`config.mk`:
```
export PLATFORM = sky130hd
export DESIGN_NAME = sram_compare_engine
export DESIGN_NICKNAME = d
export VERILOG_FILES = /design/src/rtl/accel_tb_pkg.sv /design/src/rtl/sram_compare_engine.sv
export SDC_FILE = /design/constraint.sdc
export NUM_CORES = 1
export LEC_CHECK = 0
export ABC_AREA = 1
export CORE_MARGIN = 8
export CORE_UTILIZATION = 45
export DETAILED_ROUTE_END_ITERATION = 10
export PLACE_DENSITY = 0.86
export SLEW_MARGIN = 25
export SYNTH_ARGS = -nofsm -noshare
export SYNTH_HDL_FRONTEND = slang
export SYNTH_SLANG_ARGS = --single-unit
```
`constraint.sdc`:
```
create_clock -name clk_i -period 1.55 [get_ports clk_i]
set_input_delay 0.31 -clock clk_i [delete_from_list [all_inputs] [get_ports clk_i]]
set_output_delay 0.31 -clock clk_i [all_outputs]
set_load 0.02 [all_outputs]
```
`src/rtl/accel_tb_pkg.sv`:
```
// Shared types and constants for the accelerator run/check controller.
package accel_tb_pkg;

    localparam int unsigned ADDR_W_DEF = 12;
    localparam int unsigned DATA_W_DEF = 16;
    localparam int unsigned CNT_W_DEF  = 32;

    // Cycles to let the accelerator's final SRAM writes land before reading back.
    localparam int unsigned DRAIN_CYC = 2;

    typedef enum logic [2:0] {
        StIdle,
        StWaitIdle,
        StRunReq,
        StRunWait,
        StDrain,
        StCheck,
        StFin
    } state_e;

endpackage

```
`src/rtl/sram_compare_engine.sv`:
```
// Walks the result and golden SRAMs in lockstep, one address per cycle, and
// counts words whose 1-cycle-latency read data match.
module sram_compare_engine
    import accel_tb_pkg::*;
#(
    parameter int unsigned       ADDR_W      = ADDR_W_DEF,
    parameter int unsigned       DATA_W      = DATA_W_DEF,
    parameter int unsigned       NUM_RESULTS = 32,
    parameter logic [ADDR_W-1:0] RESULT_BASE = '0,
    parameter logic [ADDR_W-1:0] GOLDEN_BASE = '0
) (
    input  logic              clk_i,
    input  logic              reset_i,
    input  logic              clr_i,
    input  logic              go_i,
    output logic [ADDR_W-1:0] res_addr_o,
    output logic [ADDR_W-1:0] gold_addr_o,
    input  logic [DATA_W-1:0] res_data_i,
    input  logic [DATA_W-1:0] gold_data_i,
    output logic [ADDR_W:0]   count_o,
    output logic              finished_o
);

    typedef logic [ADDR_W:0] idx_t;
    localparam idx_t LAST_IDX = idx_t'(NUM_RESULTS - 1);

    logic [ADDR_W-1:0] res_addr_q, res_addr_d;
    logic [ADDR_W-1:0] gold_addr_q, gold_addr_d;
    idx_t              idx_q, idx_d;
    idx_t              count_q, count_d;
    logic              issue_q, issue_d;
    logic              cmp_vld_q, cmp_vld_d;
    logic              fin_q, fin_d;

    // Address issue, compare pipeline and match counter registers.
    always_ff @(posedge clk_i) begin
        if (reset_i) begin
            res_addr_q  <= '0;
            gold_addr_q <= '0;
            idx_q       <= '0;
            count_q     <= '0;
            issue_q     <= 1'b0;
            cmp_vld_q   <= 1'b0;
            fin_q       <= 1'b0;
        end else begin
            res_addr_q  <= res_addr_d;
            gold_addr_q <= gold_addr_d;
            idx_q       <= idx_d;
            count_q     <= count_d;
            issue_q     <= issue_d;
            cmp_vld_q   <= cmp_vld_d;
            fin_q       <= fin_d;
        end
    end

    // Data returns the cycle after its address; finish fires once the last count has settled.
    always_comb begin
        res_addr_d  = res_addr_q;
        gold_addr_d = gold_addr_q;
        idx_d       = idx_q;
        count_d     = count_q;
        issue_d     = issue_q;
        cmp_vld_d   = issue_q;
        fin_d       = cmp_vld_q && !issue_q;

        if (go_i) begin
            res_addr_d  = RESULT_BASE;
            gold_addr_d = GOLDEN_BASE;
            idx_d       = '0;
            issue_d     = 1'b1;
        end else if (issue_q) begin
            if (idx_q == LAST_IDX) begin
                issue_d = 1'b0;
            end else begin
                idx_d       = idx_q + idx_t'(1);
                res_addr_d  = res_addr_q + ADDR_W'(1);
                gold_addr_d = gold_addr_q + ADDR_W'(1);
            end
        end

        if (cmp_vld_q && (res_data_i == gold_data_i)) begin
            count_d = count_q + idx_t'(1);
        end
        if (clr_i || go_i) begin
            count_d = '0;
        end
    end

    assign res_addr_o  = res_addr_q;
    assign gold_addr_o = gold_addr_q;
    assign count_o     = count_q;
    assign finished_o  = fin_q;

endmodule

```
## After elaboration in Yosys (flattened, before gate mapping)

Cells that the tools add are included.
Widths: inputs -> output; s select.

| operators by class | value |
|---|---|
| add/subtract/negate cells | 4 |
| multipliers | 0 |
| div/mod/pow operators | 0 |
| $lt $le $gt $ge | 0 |
| eq/ne operators | 2 |
| shift-type cells | 0 |
| multiplexer cells | 3 |
| bitwise logic cells | 1 |
| reductions and logical operators | 7 |

Operators by type and width:

| cell | count |
|---|---|
| $add 13x1->13 const B | 2 |
| $add 12x1->12 const B | 2 |
| $eq 16x16->1 | 1 |
| $eq 13x5->1 const B | 1 |
| $reduce_or 2->1 | 2 |
| $mux 1 | 3 |
| $logic_and 1x1->1 | 2 |
| $reduce_and 2->1 | 1 |
| $logic_not 1->1 | 1 |
| $logic_or 1x1->1 | 1 |
| $not 1->1 | 1 |

| storage, ports and cells | value |
|---|---|
| flip-flop bits (word level) | 53 |
| bits in latches | 0 |
| RAM bits | 0 |
| memory bits (read-only) | 0 |
| bits of input ports | 36 |
| output and inout bits | 38 |
| logic and storage cells | 24 |
| memories kept | 0 |

## Longest topological paths before layout

Gate-level depths: netlist of the first run.

| logic depth | value |
|---|---|
| word-level depth | 4 |
| depth in mapped cells | 11 |
| depth with buffers taken out | 10 |

## Worst setup path before layout of the first run

No wires, ideal clock.

| path | value |
|---|---|
| path kind | flip-flop to flip-flop |
| start | register idx_q[0] |
| end | register gold_addr_q[10], in the netlist gold_addr_o[10] |
| library setup time | 0.132 ns |
| data arrival time | 1.379 ns |
| data required time | 1.418 ns |
| setup slack | 0.039 ns |
| cell stages (with the launch flop) | 10 |
| path buffers | 1 |
| clock period less this slack | 1.511 ns |
| cells stage by stage | dfxtp_1 ha_1 nand3_2 nor4_2 nand2_1 nand2_2 inv_1 clkbuf_1 nand2_1 a21oi_1 |

| between the ends | value |
|---|---|
| cells in the longest elaborated chain, start to end | 3 |

Ends and longest elaborated chain:

| item | RTL line | RTL |
|---|---|---|
| from (decl) | sram_compare_engine.sv:29 | `idx_t idx_q, idx_d;` |
| from (signal assigned) | sram_compare_engine.sv:48 | `idx_q <= idx_d;` |
| $eq 13x5->1 | sram_compare_engine.sv:72 | `if (idx_q == LAST_IDX) begin` |
| $not 1->1 (no source line) | -- |  |
| $reduce_and 2->1 (no source line) | -- |  |
| to (signal assigned) | sram_compare_engine.sv:47 | `gold_addr_q <= gold_addr_d;` |
| to (decl) | sram_compare_engine.sv:28 | `logic [ADDR_W-1:0] gold_addr_q, gold_addr_d;` |

Every way passes these cells.
A chain may end at the register's enable or synchronous reset.

## Worst setup path in the final report of the first run

| path | value |
|---|---|
| start | register idx_q[0] |
| end | register gold_addr_q[2], in the netlist gold_addr_o[2] |

Same word-level chain as after synthesis.

==> results of run 1 <==
## registers in the layout, summed over array words and instances (netlist names)
name	cells
finished_o	1
cmp_vld_d	1
cmp_vld_q	1
count_o	13
idx_q	13
res_addr_o	12
gold_addr_o	12
## tightest hold or removal path: stages (launching register included)
cell and delay [ns]:
sky130_fd_sc_hd__dfxtp_1 0.34, sky130_fd_sc_hd__nand2_1 0.06, sky130_fd_sc_hd__a21oi_1 0.05
## cells in the final DEF, fill, tap and decap left out, types with 2 or more instances in the layout
| master | n |
|---|---|
| sky130_fd_sc_hd__a21oi_1 | 35 |
| sky130_fd_sc_hd__buf_4 | 30 |
| sky130_fd_sc_hd__nor3_1 | 11 |
| sky130_fd_sc_hd__clkdlybuf4s50_1 | 8 |
| sky130_fd_sc_hd__buf_12 | 2 |
| sky130_fd_sc_hd__nand2_1 | 138 |
| sky130_fd_sc_hd__clkbuf_16 | 4 |
| sky130_fd_sc_hd__xor2_1 | 30 |
| sky130_fd_sc_hd__dfxtp_1 | 47 |
| sky130_fd_sc_hd__clkbuf_8 | 6 |
| sky130_fd_sc_hd__inv_1 | 55 |
| sky130_fd_sc_hd__nand3_2 | 2 |
| sky130_fd_sc_hd__a21oi_2 | 4 |
| sky130_fd_sc_hd__o21ai_1 | 3 |
| sky130_fd_sc_hd__dfxtp_2 | 5 |
| sky130_fd_sc_hd__nor2_4 | 2 |
| sky130_fd_sc_hd__dlymetal6s2s_1 | 27 |
| sky130_fd_sc_hd__nor2_1 | 66 |
| sky130_fd_sc_hd__o21ai_0 | 6 |
| sky130_fd_sc_hd__buf_6 | 7 |
| sky130_fd_sc_hd__xnor2_1 | 4 |
| sky130_fd_sc_hd__nand3_1 | 23 |
| sky130_fd_sc_hd__nand2_2 | 9 |
| sky130_fd_sc_hd__dlygate4sd2_1 | 38 |
| sky130_fd_sc_hd__nor2_2 | 6 |
| sky130_fd_sc_hd__ha_1 | 2 |
| sky130_fd_sc_hd__nand2_4 | 2 |
| sky130_fd_sc_hd__nand4_1 | 13 |
## worst min path at each step
| stage | slack [ns] | from | cells past startpoint | to |
|---|---|---|---|---|
| 5_1_grt | 0.52 | idx_q[7] | 2 | idx_q[7] |
| 3_3_place_gp | 0.47 | idx_q[4] | 2 | idx_q[4] |
| 2_1_floorplan | 0.38 | reset_i | 1 | cmp_vld_q |
| 3_5_place_dp | 0.48 | idx_q[4] | 2 | idx_q[4] |
| 6_report | 0.49 | idx_q[7] | 2 | idx_q[7] |
| 4_1_cts | 0.49 | idx_q[4] | 2 | idx_q[4] |
## cells by family after synthesis
group	Yosys count	share of synthesized area
AOI/OAI and AO/OA	48	0.07754
xor gates and xnor gates	34	0.09612
adders and majority gates	4	0.01616
buffers and inverters	72	0.09895
DFF	53	0.3425
and+or+nand+nor	277	0.3687
## stage by stage
step                      setup WS, ns    util
after detailed placement       -0.3057  0.6149
after CTS                     0.007054  0.6291
after floorplan                0.03878       -
after global routing          -0.07265  0.6816
after global placement         -0.2747  0.6149
final                        -0.005656  0.6816
## metal layers
metal | wire length, um | GRT usage | up-vias
met5 | 0 | 0 | -
met4 | 145 | 0.06139 | 0
met3 | 646 | 0.03946 | 15
met2 | 4669 | 0.2947 | 126
met1 | 3893 | 0.1908 | 1636
li1 | - | - | 1747
## cell type report
type	count	area (um2)
clock inverter	2	37.54
timing repair buffer	117	1210
tap	80	100.1
clock buffer	6	82.58
sequential	53	1071
multi-input combinational	363	1857
inverter	57	221.5
fill	530	2140
## timing repair
action,4_1_cts,5_1_grt
setup endpoints to repair,71,51
pin swaps,1,23
gates cloned,0,7
setup buffers,1,1
endpoints found under the hold margin,0,0
resized for setup,43,80
hold buffers,0,0
## power by group through the flow
| stage | Sequential, W | Combinational [W] | Clock (W) |
|---|---|---|---|
| 6_report | 0.00139 | 0.000351 | 0.00100 |
| 5_1_grt | 0.00139 | 0.000381 | 0.00107 |
| 4_1_cts | 0.00138 | 0.000300 | 0.00102 |
| 3_5_place_dp | 0.00141 | 0.000300 | 0 |
| 3_3_place_gp | 0.00141 | 0.000290 | 0 |
| 2_1_floorplan | 0.00142 | 0.000133 | 0 |
==> reports/results.ini, run 1 <==
[power]
p_per_area_nw_per_um2 = 598.4
power.share.switching = 0.2429
clockPowerShare = 0.366
post-layout-total-power_w = 0.002740
max-vdd-ir-drop_mv = 0.4234
power.share.combinational = 0.128
p_seq_frac = 0.506
leakagePower_nw = 2.233
cellInternalPower_w = 0.002075
net_switching_component_of_the_power_w = 0.0006656

[place]
dp_hpwl_mm = 6.048
placed_area_um2 = 4131
place.port_buffers = 73
gpl.final_weighted_congestion = 0.8584
placedCellCount = 662

[logic_synthesis]
async_reset_ff_frac = 0
synth_ff_type = sky130_fd_sc_hd__dfxtp_1
ys_top_cells_by_area = sky130_fd_sc_hd__dfxtp_1 34%, sky130_fd_sc_hd__nand2_1 18%, sky130_fd_sc_hd__nor2_1 9.0%
synth.largest_area_cell = sky130_fd_sc_hd__dfxtp_1
synthCells = 488
yosysMostFrequentCell = sky130_fd_sc_hd__nand2_1
synth-seq-area-share = 0.3425
yosysWarnings = 0
ys_top_cells_by_count = 148 x sky130_fd_sc_hd__nand2_1, 74 x sky130_fd_sc_hd__nor2_1, 56 x sky130_fd_sc_hd__inv_1
synth_enable_flop_cells = 0
synth_nets = 528
total_standard_cell_area_after_synthesis_um2 = 3098
synth.avg_cell_area_um2 = 6.348
synth_cell_type_count = 22
ys_seq_elements = 53
synth.top_cell.area_share = 0.3425

[worst_setup_path]
endpoint_required_time_on_the_critical_path_ns = 1.79
reg_to_reg_critical_path_startpoint = idx_q[0]
regToRegEndpoint = gold_addr_o[2]
worstSetupStartpointType = register
reg2reg_slack_ns = -0.006
crit_fanout = 16
cp_top_family = simple AND/OR/NAND/NOR gates
crit_slowest_cell = sky130_fd_sc_hd__dfxtp_2
slowest_delay_ns = 0.36
critPathKind = reg -> reg
worstPathCellList = ha_4, nand3_4, nor4_4, nand2_2, nand2_4, buf_12, nand2_1, a21oi_1
cp_num_buf_inv = 1
worstSetupEndpointType = register
cp_num_cells = 8
timing.critical_path.from = idx_q[0]
crit_end = gold_addr_o[2]
ff2ff_path_depth = 8
arrival_ns = 1.79

[outcome]
run_status = finished with violations
violations = negative setup slack

[detailed_routing]
detailroute.via_count = 3524
avgViaCountPerCell = 5.198
post_drt_wl_per_cell_um = 13.80
final_antenna_violating_net_count = 0
firstDrtPassIters = 4
drt_iter0_markers = 171
drt_wl_total_mm = 9.354
route.detailed.drc = 0

[cts]
tritoncts = built
cts_buffers = 5
cts-root-buf = sky130_fd_sc_hd__clkbuf_8
max-clock-path-buffers = 2
cts_htree_levels = 2
clk_transition_reported_paths_ns = 0.10
cts.sink_count = 53
clock_insertion_delay_worst_skew_ns = 0.31

[global_routing]
grt_use_total = 0.1673
wire_length_of_the_first_global_routing_pass_mm = 13.97
grt_pass1_vias = 3324
antenna_found_initial = 0
overflow_after_grt = 0
grt_max_degree = 32

[sta]
setup_violations = 1
timing_max_transition_violations_final = 0
period_needed_ns = 1.556
worst_tran_pin_value_ns = 0.3191
setup_ws_ns = -0.005656
finClkSkew_ns = 0.01244
final_count_of_hold_timing_violations = 0
achievable-frequency_ghz = 0.6428
rsz0062_at_grt = true
period_share = 1.004
setup-tns-final_ns = -0.005656
timing.hold.ws_ns = 0.4944
maxSlewHeadroom = 0.7856

[die]
floorplan.initialDensity = 0.4611
rows = 30
core_box_area_um2 = 6719
floorplan.die_area_um2 = 9795
floorplan.die.width_um = 98.97
dieHeight_um = 98.97
ios = 74

[worst_hold_path]
worstHoldPathType = reg -> reg

[final_layout]
fin_nets = 637
design_area_um2 = 4579
post_route_cells_drive_above_1_share = 0.1488
area_delta_synth_final_pct = 47.82
antenna-diode-count = 0
layoutNonFillerInstCount = 678

[job]
max_cap_check_violation_count = 0

No activity file was read; power rests on OpenSTA's default activity.
==> inputs of run 2 (changes only) <==
- CORE_UTILIZATION: 45 -> 50
- PLACE_DENSITY: 0.86 -> 0.9
- clock period: 1.55 -> 1.8 ns (I/O delays scaled with it)
==> reports/results.ini, run 2 (synthesized netlist as in run 1, its figures left out) <==
[outcome]
run_status = complete, no violations

[place]
place.port_buffers = 73  ; unchanged
dp_hpwl_mm = 5.890  ; -2.6%
post-place-ws_ns = -0.1654  ; +0.1403 ns
placed_area_um2 = 3955  ; -4.3%
gpl.final_weighted_congestion = 0.8762  ; +2.1%

[worst_setup_path]
crit_slowest_cell = sky130_fd_sc_hd__clkdlybuf4s50_1
worstSetupStartpointType = register
cp_top_family = buffers and inverters
reg2reg_slack_ns = 0.11  ; +0.12 ns
worstPathCellList = clkdlybuf4s50_1
cp_num_buf_inv = 1  ; unchanged
worstSetupEndpointType = primary output
slowest_delay_ns = 0.64  ; +0.28 ns
critPathKind = reg -> out
endpoint_required_time_on_the_critical_path_ns = 1.44  ; -0.35 ns
crit_fanout = 6  ; -10
arrival_ns = 1.38  ; -0.41 ns

[global_routing]
grt_pass1_vias = 3247  ; -2.3%
overflow_after_grt = 0  ; unchanged
grt_use_total = 0.1824  ; +0.01511
grt_max_degree = 29  ; -9.4%
wire_length_of_the_first_global_routing_pass_mm = 13.66  ; -2.2%
antenna_found_initial = 0  ; unchanged

[power]
max-vdd-ir-drop_mv = 0.3339  ; -21%
p_per_area_nw_per_um2 = 505.5  ; -16%
leakagePower_nw = 1.619  ; -28%

[die]
floorplan.die.width_um = 94.72  ; -4.3%
dieHeight_um = 94.72  ; -4.3%
floorplan.die_area_um2 = 8971  ; -8.4%
rows = 28  ; -6.7%
floorplan.initialDensity = 0.5202  ; +0.05909
core_box_area_um2 = 5956  ; -11%
ios = 74  ; unchanged

[final_layout]
layout_common_cells = 147 x sky130_fd_sc_hd__nand2_1, 74 x sky130_fd_sc_hd__nor2_1, 70 x sky130_fd_sc_hd__clkdlybuf4s50_1, 56 x sky130_fd_sc_hd__inv_1, 53 x sky130_fd_sc_hd__dfxtp_1
antenna-diode-count = 0  ; unchanged
area_delta_synth_final_pct = 30.94
design_area_um2 = 4056  ; -11%
layout.cells.most_common = sky130_fd_sc_hd__nand2_1
fin_nets = 608  ; -4.6%
post_route_cells_drive_above_1_share = 0.04586  ; -0.1030

[detailed_routing]
post_drt_wl_per_cell_um = 12.47  ; -9.6%
drt_iter0_markers = 221  ; +29%
drt_wl_total_mm = 8.003  ; -14%
route.detailed.drc = 0  ; unchanged
detailroute.via_count = 3268  ; -7.3%
avgViaCountPerCell = 5.090  ; -2.1%
firstDrtPassIters = 4  ; unchanged
final_antenna_violating_net_count = 0  ; unchanged

[sta]
maxSlewHeadroom = 0.7807  ; -0.004929
worst_tran_pin_value_ns = 0.3270  ; +0.007827 ns
setup_ws_ns = 0.05691  ; +0.06257 ns
period_share = 0.9684
finClkSkew_ns = 0.006642  ; -0.005795 ns
setup-tns-final_ns = 0  ; +0.005656 ns
period_needed_ns = 1.743
timing_max_transition_violations_final = 0  ; unchanged
setup_violations = 0  ; -1
final_count_of_hold_timing_violations = 0  ; unchanged
achievable-frequency_ghz = 0.5737

[cts]
clk_transition_reported_paths_ns = 0.09  ; about the same
ctsHoldBuffers = 0  ; unchanged
cts.sink_count = 53  ; unchanged
max-clock-path-buffers = 2  ; unchanged
clock_insertion_delay_worst_skew_ns = 0.30  ; about the same
cts_buffers = 5  ; unchanged
cts-root-buf = sky130_fd_sc_hd__clkbuf_8
cts_post_setup_buffers_inserted = 0  ; -1
cts_htree_levels = 2  ; unchanged
tritoncts = built

[job]
max_cap_check_violation_count = 0  ; unchanged

[worst_hold_path]
worstHoldPathType = reg -> reg

-- run 2: cell types whose count changed in the layout (fill, tap and decap cells not counted), moves of 4 or more --
cell / before / now
sky130_fd_sc_hd__buf_6: 7 / 0
sky130_fd_sc_hd__clkdlybuf4s50_1: 8 / 70
sky130_fd_sc_hd__dfxtp_2: 5 / 0
sky130_fd_sc_hd__a21oi_2: 4 / 0
sky130_fd_sc_hd__a21oi_1: 35 / 39
sky130_fd_sc_hd__nand2_2: 9 / 2
sky130_fd_sc_hd__dfxtp_1: 47 / 53
sky130_fd_sc_hd__clkbuf_16: 4 / 0
sky130_fd_sc_hd__nor2_1: 66 / 74
sky130_fd_sc_hd__dlygate4sd2_1: 38 / 1
sky130_fd_sc_hd__nor2_2: 6 / 0
sky130_fd_sc_hd__dlymetal6s2s_1: 27 / 2
sky130_fd_sc_hd__buf_4: 30 / 14
sky130_fd_sc_hd__nand2_1: 138 / 147
-- run 2: cell type report --
class                   instances  area [um2]
flip-flops and latches         53        1061
clock inverters                 1       5.005
fillers                       503        1899
multi-input cells             363        1754
clock buffers                   5       68.82
inverters                      57       214.0
repair buffers                 88       859.6
well taps                      75       93.84
-- run 2: repair_timing --
item                       in CTS  in global routing
gates cloned                    0                  0
pin swaps                       0                  0
gates resized for setup         1                  6
setup endpoints to repair       1                 38
-- run 2: through the flow --
stage,instances,util,total power (W),hold WS (ns)
2_1_floorplan,488,-,0.001336,0.4318
3_3_place_gp,636,0.6641,0.001450,0.4691
3_5_place_dp,636,0.6641,0.001457,0.4785
4_1_cts,642,0.6763,0.002058,0.4913
5_1_grt,642,0.6811,0.002137,0.5065
6_report,642,0.6811,0.002051,0.4916
-- run 2: where the power goes --
part           switching [W]  internal [W]  total, W  leakage (nW)
registers          0.0000110       0.00118   0.00119         0.428
logic               0.000118      0.000121  0.000239          1.15
clock network       0.000363      0.000257  0.000620        0.0399
-- run 2: per-layer routing --
layer / vias to the layer above / track usage / wire length (um)
met3: 10 / 0.04286 / 485
li1: 1684 / - / -
met5: - / 0 / 0
met1: 1478 / 0.1959 / 3530
met4: 0 / 0.05592 / 89
met2: 96 / 0.3430 / 3898
-- run 2: path summary, 6_finish.rpt --
check | cells past startpoint | startpoint | to
max | 1 | count_o[7] | count_o[7]
min | 2 | idx_q[7] | idx_q[7]
max reg2reg | 9 | idx_q[0] | res_addr_o[3]
min reg2reg | 2 | idx_q[7] | idx_q[7]
